===== config.mk =====
export PLATFORM = sky130hd
export DESIGN_NAME = design_mux_seq
export DESIGN_NICKNAME = d
export VERILOG_FILES = /design/src/rtl/design_mux_pkg.sv /design/src/rtl/design_mux_fsm.sv /design/src/rtl/design_mux_seq.sv
export SDC_FILE = /design/constraint.sdc
export NUM_CORES = 2
export LEC_CHECK = 0
export BUFFER_PORTS_ARGS = -buffer_cell sky130_fd_sc_hd__buf_2
export CAP_MARGIN = 20
export CORE_AREA = 2 2 640 642
export DETAILED_ROUTE_END_ITERATION = 8
export DIE_AREA = 0 0 642 644
export PLACE_DENSITY_LB_ADDON = 0.12
export SLEW_MARGIN = 5
export SYNTH_ARGS = -nofsm -noshare
export SYNTH_HDL_FRONTEND = slang
export SYNTH_SLANG_ARGS = --single-unit

===== constraint.sdc =====
create_clock -name clock -period 2.3 [get_ports clock]
set_input_delay 0.115 -clock clock [delete_from_list [all_inputs] [get_ports clock]]
set_output_delay 0.115 -clock clock [all_outputs]
set_load 0.05 [all_outputs]

===== src/rtl/design_mux_pkg.sv =====
// Shared types and default sizing for the sequenced design-select multiplexer.
package design_mux_pkg;

  typedef enum logic [1:0] {
    ACTIVE,
    QUIESCE,
    RESET_NEW
  } mux_state_t;

  localparam int DEF_NUM_DES   = 64;
  localparam int DEF_IO_W      = 12;
  localparam int DEF_GUARD_CYC = 4;
  localparam int DEF_RST_CYC   = 8;

  function automatic int max_int(input int a, input int b);
    return (a > b) ? a : b;
  endfunction

endpackage


===== src/rtl/design_mux_fsm.sv =====
// Switchover sequencer: ACTIVE -> QUIESCE (outgoing held idle) -> RESET_NEW (incoming held in reset).
module design_mux_fsm
  import design_mux_pkg::*;
#(
  parameter int NUM_DES   = DEF_NUM_DES,
  parameter int SEL_W     = $clog2(NUM_DES),
  parameter int GUARD_CYC = DEF_GUARD_CYC,
  parameter int RST_CYC   = DEF_RST_CYC
) (
  input  logic             clock,
  input  logic             reset,
  input  logic [SEL_W-1:0] des_sel,
  input  logic             sel_lock,
  output mux_state_t       state,
  output logic             switch_start,
  output logic [SEL_W-1:0] active_sel,
  output logic             switch_busy,
  output logic             sel_err
);

  localparam int CNT_W = $clog2(max_int(GUARD_CYC, RST_CYC) + 1);
  localparam logic [SEL_W:0] NUM_DES_W = (SEL_W + 1)'(NUM_DES);

  logic [CNT_W-1:0] cnt;
  logic [SEL_W-1:0] pend_sel;
  logic             sel_valid;

  assign sel_valid    = {1'b0, des_sel} < NUM_DES_W;
  assign switch_start = (state == ACTIVE) && sel_valid && (des_sel != active_sel) && !sel_lock;

  // The counter is reloaded on every state entry and counts down to zero.
  always_ff @(posedge clock) begin
    sel_err <= !sel_valid;
    if (reset) begin
      state       <= ACTIVE;
      cnt         <= '0;
      pend_sel    <= '0;
      active_sel  <= sel_valid ? des_sel : '0;
      switch_busy <= 1'b0;
    end else begin
      unique case (state)
        ACTIVE: begin
          if (switch_start) begin
            pend_sel    <= des_sel;
            state       <= QUIESCE;
            cnt         <= CNT_W'(GUARD_CYC - 1);
            switch_busy <= 1'b1;
          end
        end
        QUIESCE: begin
          if (cnt == '0) begin
            active_sel <= pend_sel;
            state      <= RESET_NEW;
            cnt        <= CNT_W'(RST_CYC - 1);
          end else begin
            cnt <= cnt - 1'b1;
          end
        end
        RESET_NEW: begin
          if (cnt == '0) begin
            state       <= ACTIVE;
            switch_busy <= 1'b0;
          end else begin
            cnt <= cnt - 1'b1;
          end
        end
        default: begin
          state       <= ACTIVE;
          switch_busy <= 1'b0;
        end
      endcase
    end
  end

endmodule


===== src/rtl/design_mux_seq.sv =====
// Sequenced design-select mux for the shared IO pads.
// Optional MUX_SEL_LOCK_EN adds a sel_lock input that blocks new switch requests.
module design_mux_seq
  import design_mux_pkg::*;
#(
  parameter int NUM_DES   = DEF_NUM_DES,
  parameter int IO_W      = DEF_IO_W,
  parameter int SEL_W     = $clog2(NUM_DES),
  parameter int GUARD_CYC = DEF_GUARD_CYC,
  parameter int RST_CYC   = DEF_RST_CYC
) (
  input  logic                          clock,
  input  logic                          reset,
  input  logic [IO_W-1:0]               io_in,
  output logic [IO_W-1:0]               io_out,
  input  logic [SEL_W-1:0]              des_sel,
  input  logic                          hold_if_not_sel,
  output logic [NUM_DES-1:0][IO_W-1:0]  des_io_in,
  output logic [NUM_DES-1:0]            des_reset,
  input  logic [NUM_DES-1:0][IO_W-1:0]  des_io_out,
  output logic [SEL_W-1:0]              active_sel,
  output logic                          switch_busy,
  output logic                          sel_err
`ifdef MUX_SEL_LOCK_EN
  ,
  input  logic                          sel_lock
`endif
);

  mux_state_t state;
  logic       switch_start;
  logic       lock;

`ifdef MUX_SEL_LOCK_EN
  assign lock = sel_lock;
`else
  assign lock = 1'b0;
`endif

  design_mux_fsm #(
    .NUM_DES  (NUM_DES),
    .SEL_W    (SEL_W),
    .GUARD_CYC(GUARD_CYC),
    .RST_CYC  (RST_CYC)
  ) u_fsm (
    .clock       (clock),
    .reset       (reset),
    .des_sel     (des_sel),
    .sel_lock    (lock),
    .state       (state),
    .switch_start(switch_start),
    .active_sel  (active_sel),
    .switch_busy (switch_busy),
    .sel_err     (sel_err)
  );

  // io_out is blanked from the cycle a switch is accepted, so it never leaks across the busy window.
  always_ff @(posedge clock) begin
    if (reset) begin
      io_out    <= '0;
      des_io_in <= '0;
      des_reset <= '1;
    end else begin
      io_out <= (state == ACTIVE && !switch_start) ? des_io_out[active_sel] : '0;
      for (int i = 0; i < NUM_DES; i++) begin
        if (SEL_W'(i) == active_sel) begin
          unique case (state)
            ACTIVE: begin
              des_io_in[i] <= io_in;
              des_reset[i] <= 1'b0;
            end
            QUIESCE: begin
              des_io_in[i] <= '0;
              des_reset[i] <= 1'b0;
            end
            RESET_NEW: begin
              des_io_in[i] <= '0;
              des_reset[i] <= 1'b1;
            end
            default: begin
              des_io_in[i] <= '0;
              des_reset[i] <= 1'b1;
            end
          endcase
        end else if (hold_if_not_sel) begin
          des_io_in[i] <= '0;
          des_reset[i] <= 1'b1;
        end else begin
          des_io_in[i] <= io_in;
          des_reset[i] <= 1'b0;
        end
      end
    end
  end

endmodule


# After elaboration in Yosys (flattened, before gate mapping)
# Index checks and enable logic that the tools add are counted.
[word_totals] regBits=863 in_bits=789 out_inout_bits=852 word_cells=309
[op_classes] addsub=1 magnitude_cmp=1 eq_ne=70 muxes=148 bitwise=2 n_reduce_logical=16
[op_table] op="12-bit 2-to-1 mux" count=67
[op_table] op="6-bit == test, first input constant" count=32
[op_table] op="5-bit by 6-bit == test with 1-bit output, first input constant" count=16
[op_table] op="12-bit binary-select mux with 6-bit select" count=1
[op_table] op="1-bit 2-to-1 mux" count=68
[op_table] op="4-bit by 6-bit == test with 1-bit output, first input constant" count=8
[op_table] op="3-bit by 6-bit == test with 1-bit output, first input constant" count=4
[op_table] op="6-bit 2-to-1 mux" count=3
[op_table] op="2-bit by 6-bit == test with 1-bit output, first input constant" count=2
[op_table] op="4-bit 2-to-1 mux" count=3
[op_table] op="4-bit one-hot mux with 3 select lines" count=1
[op_table] op="3-bit AND reduction" count=3
[op_table] op="6-bit by 7-bit < comparator with 1-bit output, second input constant" count=1
[op_table] op="1-bit by 6-bit == test with 1-bit output, first input constant" count=1
[op_table] op="6-bit logical NOT" count=1
[op_table] op="2-bit 2-to-1 mux" count=3
[op_table] op="6-bit inequality test" count=1
[op_table] op="2-bit one-hot mux with 3 select lines" count=1
[op_table] op="4-bit logical NOT" count=1
[op_table] op="2-bit by 1-bit inequality test with 1-bit output, second input constant" count=2
[op_table] op="2-bit inequality test, second input constant" count=2
[op_table] op="2-bit AND reduction" count=2
[op_table] op="2-bit nonzero test" count=2
[op_table] op="2-bit OR reduction" count=2
[op_table] op="9 further kinds" count=11

# Depth between registers and ports, before layout
[logic_depth] depth_word=6 mapped_depth=10 mapped_depth_nobuf=7

# By module
# Synthesis repeated with hierarchy kept, for this count alone.
[hier_totals] hier_cells=4500 area_unflattened_um2=37023.0
[by_module_without_submodules] module="design_mux_seq" instances=1 cells_each=4388 area_each_um2=35933.2
[by_module_without_submodules] module="design_mux_fsm" instances=1 cells_each=112 area_each_um2=1089.8

# Worst setup path after synthesis
# Ideal clock, no wire load.
[synth_timing] path_type="register to register" startpoint="reg u_fsm.active_sel[0]" endpoint="reg io_out[0]" setup_time_ns=0.117 arrival_ns=2.100 required_time_ns=2.183 path_slack_ns=0.082 stages_incl_launch_ff=8 n_path_buf=3 period_less_slack_ns=2.218 cell_sequence="edfxtp_1 -> buf_6 -> buf_6 -> buf_6 -> mux4_1 -> o22ai_1 -> nor2_1 -> a32o_1"
[synth_via] elab_chain_cells=6 elab_cells_between_ends=8 classes_between="eq/ne: 1; mux: 2; bitwise: 1; reduce/logical: 4"
[synth_lines] item="from (decl)" line_no="design_mux_fsm.sv:16" source="output logic [SEL_W-1:0] active_sel,"
[synth_lines] item="from (signal assigned)" line_no="design_mux_fsm.sv:38" source="active_sel <= sel_valid ? des_sel : '0;"
[synth_lines] item="from (signal assigned)" line_no="design_mux_fsm.sv:52" source="active_sel <= pend_sel;"
[synth_lines] item="branches (longest 6 deep; another with 12-bit binary-select mux with 6-bit select)"
[synth_lines] item="to (signal assigned)" line_no="design_mux_seq.sv:64" source="io_out <= (state == ACTIVE && !switch_start) ? des_io_out[active_sel] : '0;"
[synth_lines] item="to (decl)" line_no="design_mux_seq.sv:15" source="output logic [IO_W-1:0] io_out,"
# Several ways; the timed one is not identified. The select of a mux whose other input is x is not followed.
# A chain may end at the register's enable or synchronous reset.

# Worst setup path after layout
[layout_timing] startpoint="reg u_fsm.active_sel[1]" endpoint="reg io_out[3]"
# Same word-level chain as after synthesis.

==> metrics <==
#FFs+latches synth=863; Async S/R FF share, synth=0; Worst Tran Pin Value=1.09 ns; P_int=34.7 mW; sequential power share=0.281; CTS tree=yes; Clk pin slew, worst setup/hold paths=0.05 ns; status=finished with violations; WHS Path Cells=6; H-tree level count=3; RSZ-0062 raised after global routing=true; layout cells sized above 1=0.396; Post-Synthesis Cell Area=37100 um^2; CTS Buf Count=121; GR Overflow Total=0; simple-gate share of the synthesized area=0.202; die height=644 um; register area share after synthesis=0.467; slew margin rel.=0.273; post-synthesis cell type count=47; vias=41200; syn avg cell area=8.19 um^2; Leak=26.9 nW; setup ws final=-0.160 ns; largest net degree at the start of global routing=89; initial antenna violation count=116; Final Max Tran Viols=0; Synth area leaders=dfxtp_1, nor2_1, a21oi_1; routed len/inst=29.8 um; area grow syn2layout=67.7%; Final min period=2.46 ns; Initial Util=0.0910; routability cong.=0.948; Synthesized Nets=5324; Detail Placement HPWL=281000 um; Synth Area in Compound Gates=0.152; CP arrival=3.17 ns; Clock Power Share=0.337; failing checks=negative setup slack; drt first pass iters=5; Critical Setup Path Class=flip-flop to flip-flop; Worst-Skew Late Latency=0.86 ns; Die Area=413000 um^2; DR DRC count=0; Clock Path Buffers=4; vias in the first global route=40700; num rows=235; YS warnings=0; Startpoint Class=flip-flop; Die X=642 um; Tot GR Track Use=0.166; Post-DRT Antenna Nets=0; Routed Wire Length=357000 um; EDFF count, synth=6; PwrDens=935 nW/um^2; crit path launch=u_fsm.active_sel[1]; terminus of the critical flop-to-flop path=io_out[3]; post-synth top area share=0.462; crit path to=io_out[3]; Post-synth top cells=nor2_1, dfxtp_1, a21oi_1; Synth Area in XOR/XNOR=0.00142; top cell type by total area after synthesis=dfxtp_1; Final Cycle Share=1.07; Worst IR Drop VDD=0.000556 V; Fmax=406 MHz; combinational share of power=0.381; Switching Power=23.5 mW; crit end category=flip-flop; Sw Share=0.404; 1st-iter DRT viols=3272; worst hold path class=primary input to flip-flop; # IOs=1641; Reg2Reg Depth=11; Root Driver=clkbuf_16; R2R setup slack=-0.16 ns; Critical Path Fanout Max=8; max-cap violations=0; Crit path required time=3.01 ns; most frequent cell after synthesis=nor2_1; IO buf count=1639; Most used DFF post-synth=dfxtp_1; nets@finish=7165; Final setup viols=11; Reg-to-Reg Start=u_fsm.active_sel[1]; Fin Hold WS=0.0719 ns; largest family of logic cells by synthesized area=simple AND/OR/NAND/NOR gates; mux contribution to synthesized area=0.115; clk sink count=863; adder-cell area share of the yosys netlist=0.00169; Post-Route Setup TNS=-1.33 ns; Hold Vio Cnt, Final=0; Vias per Instance=3.43; Cells after Synth=4530; first-pass GRT wire length=452000 um; Final Skew=0.0562 ns; CORE AREA=408000 um^2
[cell usage in the layout (no fill, tap or decap), types with 7 or more instances in the layout]
cell type	instances
a211o_1	65
a21oi_1	783
a22oi_1	74
a22oi_2	10
a32o_1	11
buf_12	172
buf_16	9
buf_2	1634
buf_4	249
buf_6	12
buf_8	7
bufinv_16	10
clkbuf_1	27
clkbuf_16	123
clkbuf_8	27
clkinv_2	10
dfxtp_1	857
diode_2	76
dlygate4sd3_1	131
inv_1	7
mux2i_1	159
mux2i_2	19
mux2i_4	22
mux4_2	92
nand2_1	19
nand2_4	12
nand3_1	48
nand3_2	65
nand4_1	12
nor2_1	1635
nor2b_4	19
o22ai_1	28
o22ai_2	14
[metrics by stage]
step                      setup WS (ns)  std cells  power, mW  cell area, um^2  utilization
after global placement           -0.792      11500       38.2            55400        0.136
final                            -0.160      12000       58.1            62200        0.153
after detailed placement         -0.743      11500       38.1            55400        0.136
after global routing             -0.221      11900       60.8            62100        0.152
after CTS                        -0.200      11900       59.5            61600        0.151
after floorplan                  0.0824       4530       26.0            37100            -
[cell families after synthesis]
family                     after synthesis
muxes                                  302
buffers and inverters                  507
DFF                                    863
other                                    1
adders and majority gates                5
AOI/OAI and AO/OA                     1007
xor gates and xnor gates                 6
and+or+nand+nor                       1839
[state kept, by name, summed over array words and instances (netlist names)]
name               cells
des_io_in            768
des_reset             64
io_out                12
u_fsm.active_sel       6
u_fsm.cnt              4
u_fsm.pend_sel         6
u_fsm.state            2
u_fsm.switch_busy      1
[power by group through the flow]
| stage | Clock (mW) | Sequential [mW] | Combinational (mW) |
|---|---|---|---|
| 6_report | 19.6 | 16.4 | 22.2 |
| 5_1_grt | 21.0 | 16.4 | 23.4 |
| 4_1_cts | 20.6 | 16.4 | 22.5 |
| 3_5_place_dp | 0 | 16.7 | 21.4 |
| 3_3_place_gp | 0 | 16.7 | 21.5 |
| 2_1_floorplan | 0 | 19.0 | 6.98 |
[how the worst min path moves through the flow]
stage                    start                 to  slack, ns
5_1_grt        des_io_out[287]         io_out[11]       0.05
4_1_cts        des_io_out[357]          io_out[9]      0.001
6_report        des_io_out[90]          io_out[6]       0.07
2_1_floorplan       des_sel[0]  u_fsm.pend_sel[0]       0.26
3_5_place_dp        des_sel[5]  u_fsm.pend_sel[5]       0.42
3_3_place_gp        des_sel[4]  u_fsm.pend_sel[4]       0.41
[layout make-up]
type | instances | area, um^2
fill | 46700 | 345000
sequential | 863 | 17300
tap | 5451 | 6820
timing repair buffer | 2218 | 15400
inverter | 7 | 26.3
antenna | 76 | 190
clock buffer | 175 | 3500
multi-input combinational | 3160 | 18400
clock inverter | 39 | 524
[what timing repair did]
item | in CTS | in global routing
resized for setup | 108 | 54
cloned | 5 | 2
hold buffers | 131 | 0
pin swaps | 13 | 13
endpoints found under the setup margin | 14 | 12
buffers inserted | 15 | 20
endpoints found under the hold margin | 682 | 0
[layer usage]
| metal | wire, um | global-route usage | share of wire | up-vias |
|---|---|---|---|---|
| met5 | 126 | 0 | 0.00035 | - |
| met4 | 9040 | 0.0361 | 0.025 | 20 |
| met3 | 18400 | 0.0276 | 0.051 | 353 |
| met2 | 172000 | 0.286 | 0.48 | 1574 |
| met1 | 158000 | 0.216 | 0.44 | 20300 |
| li1 | - | - | - | 19000 |
[critical path, cell delays in order, from the launching register on]
cell      delay (ns)
edfxtp_1        0.42
buf_12          0.16
buf_12          0.14
buf_12          0.17
mux2i_2         0.21
buf_4           0.19
a22oi_1         0.10
nand3_2         0.14
buf_12          0.14
nand4_1         0.23
buf_4           0.23
a32o_1          0.20
No activity file was read; power rests on OpenSTA's default activity.
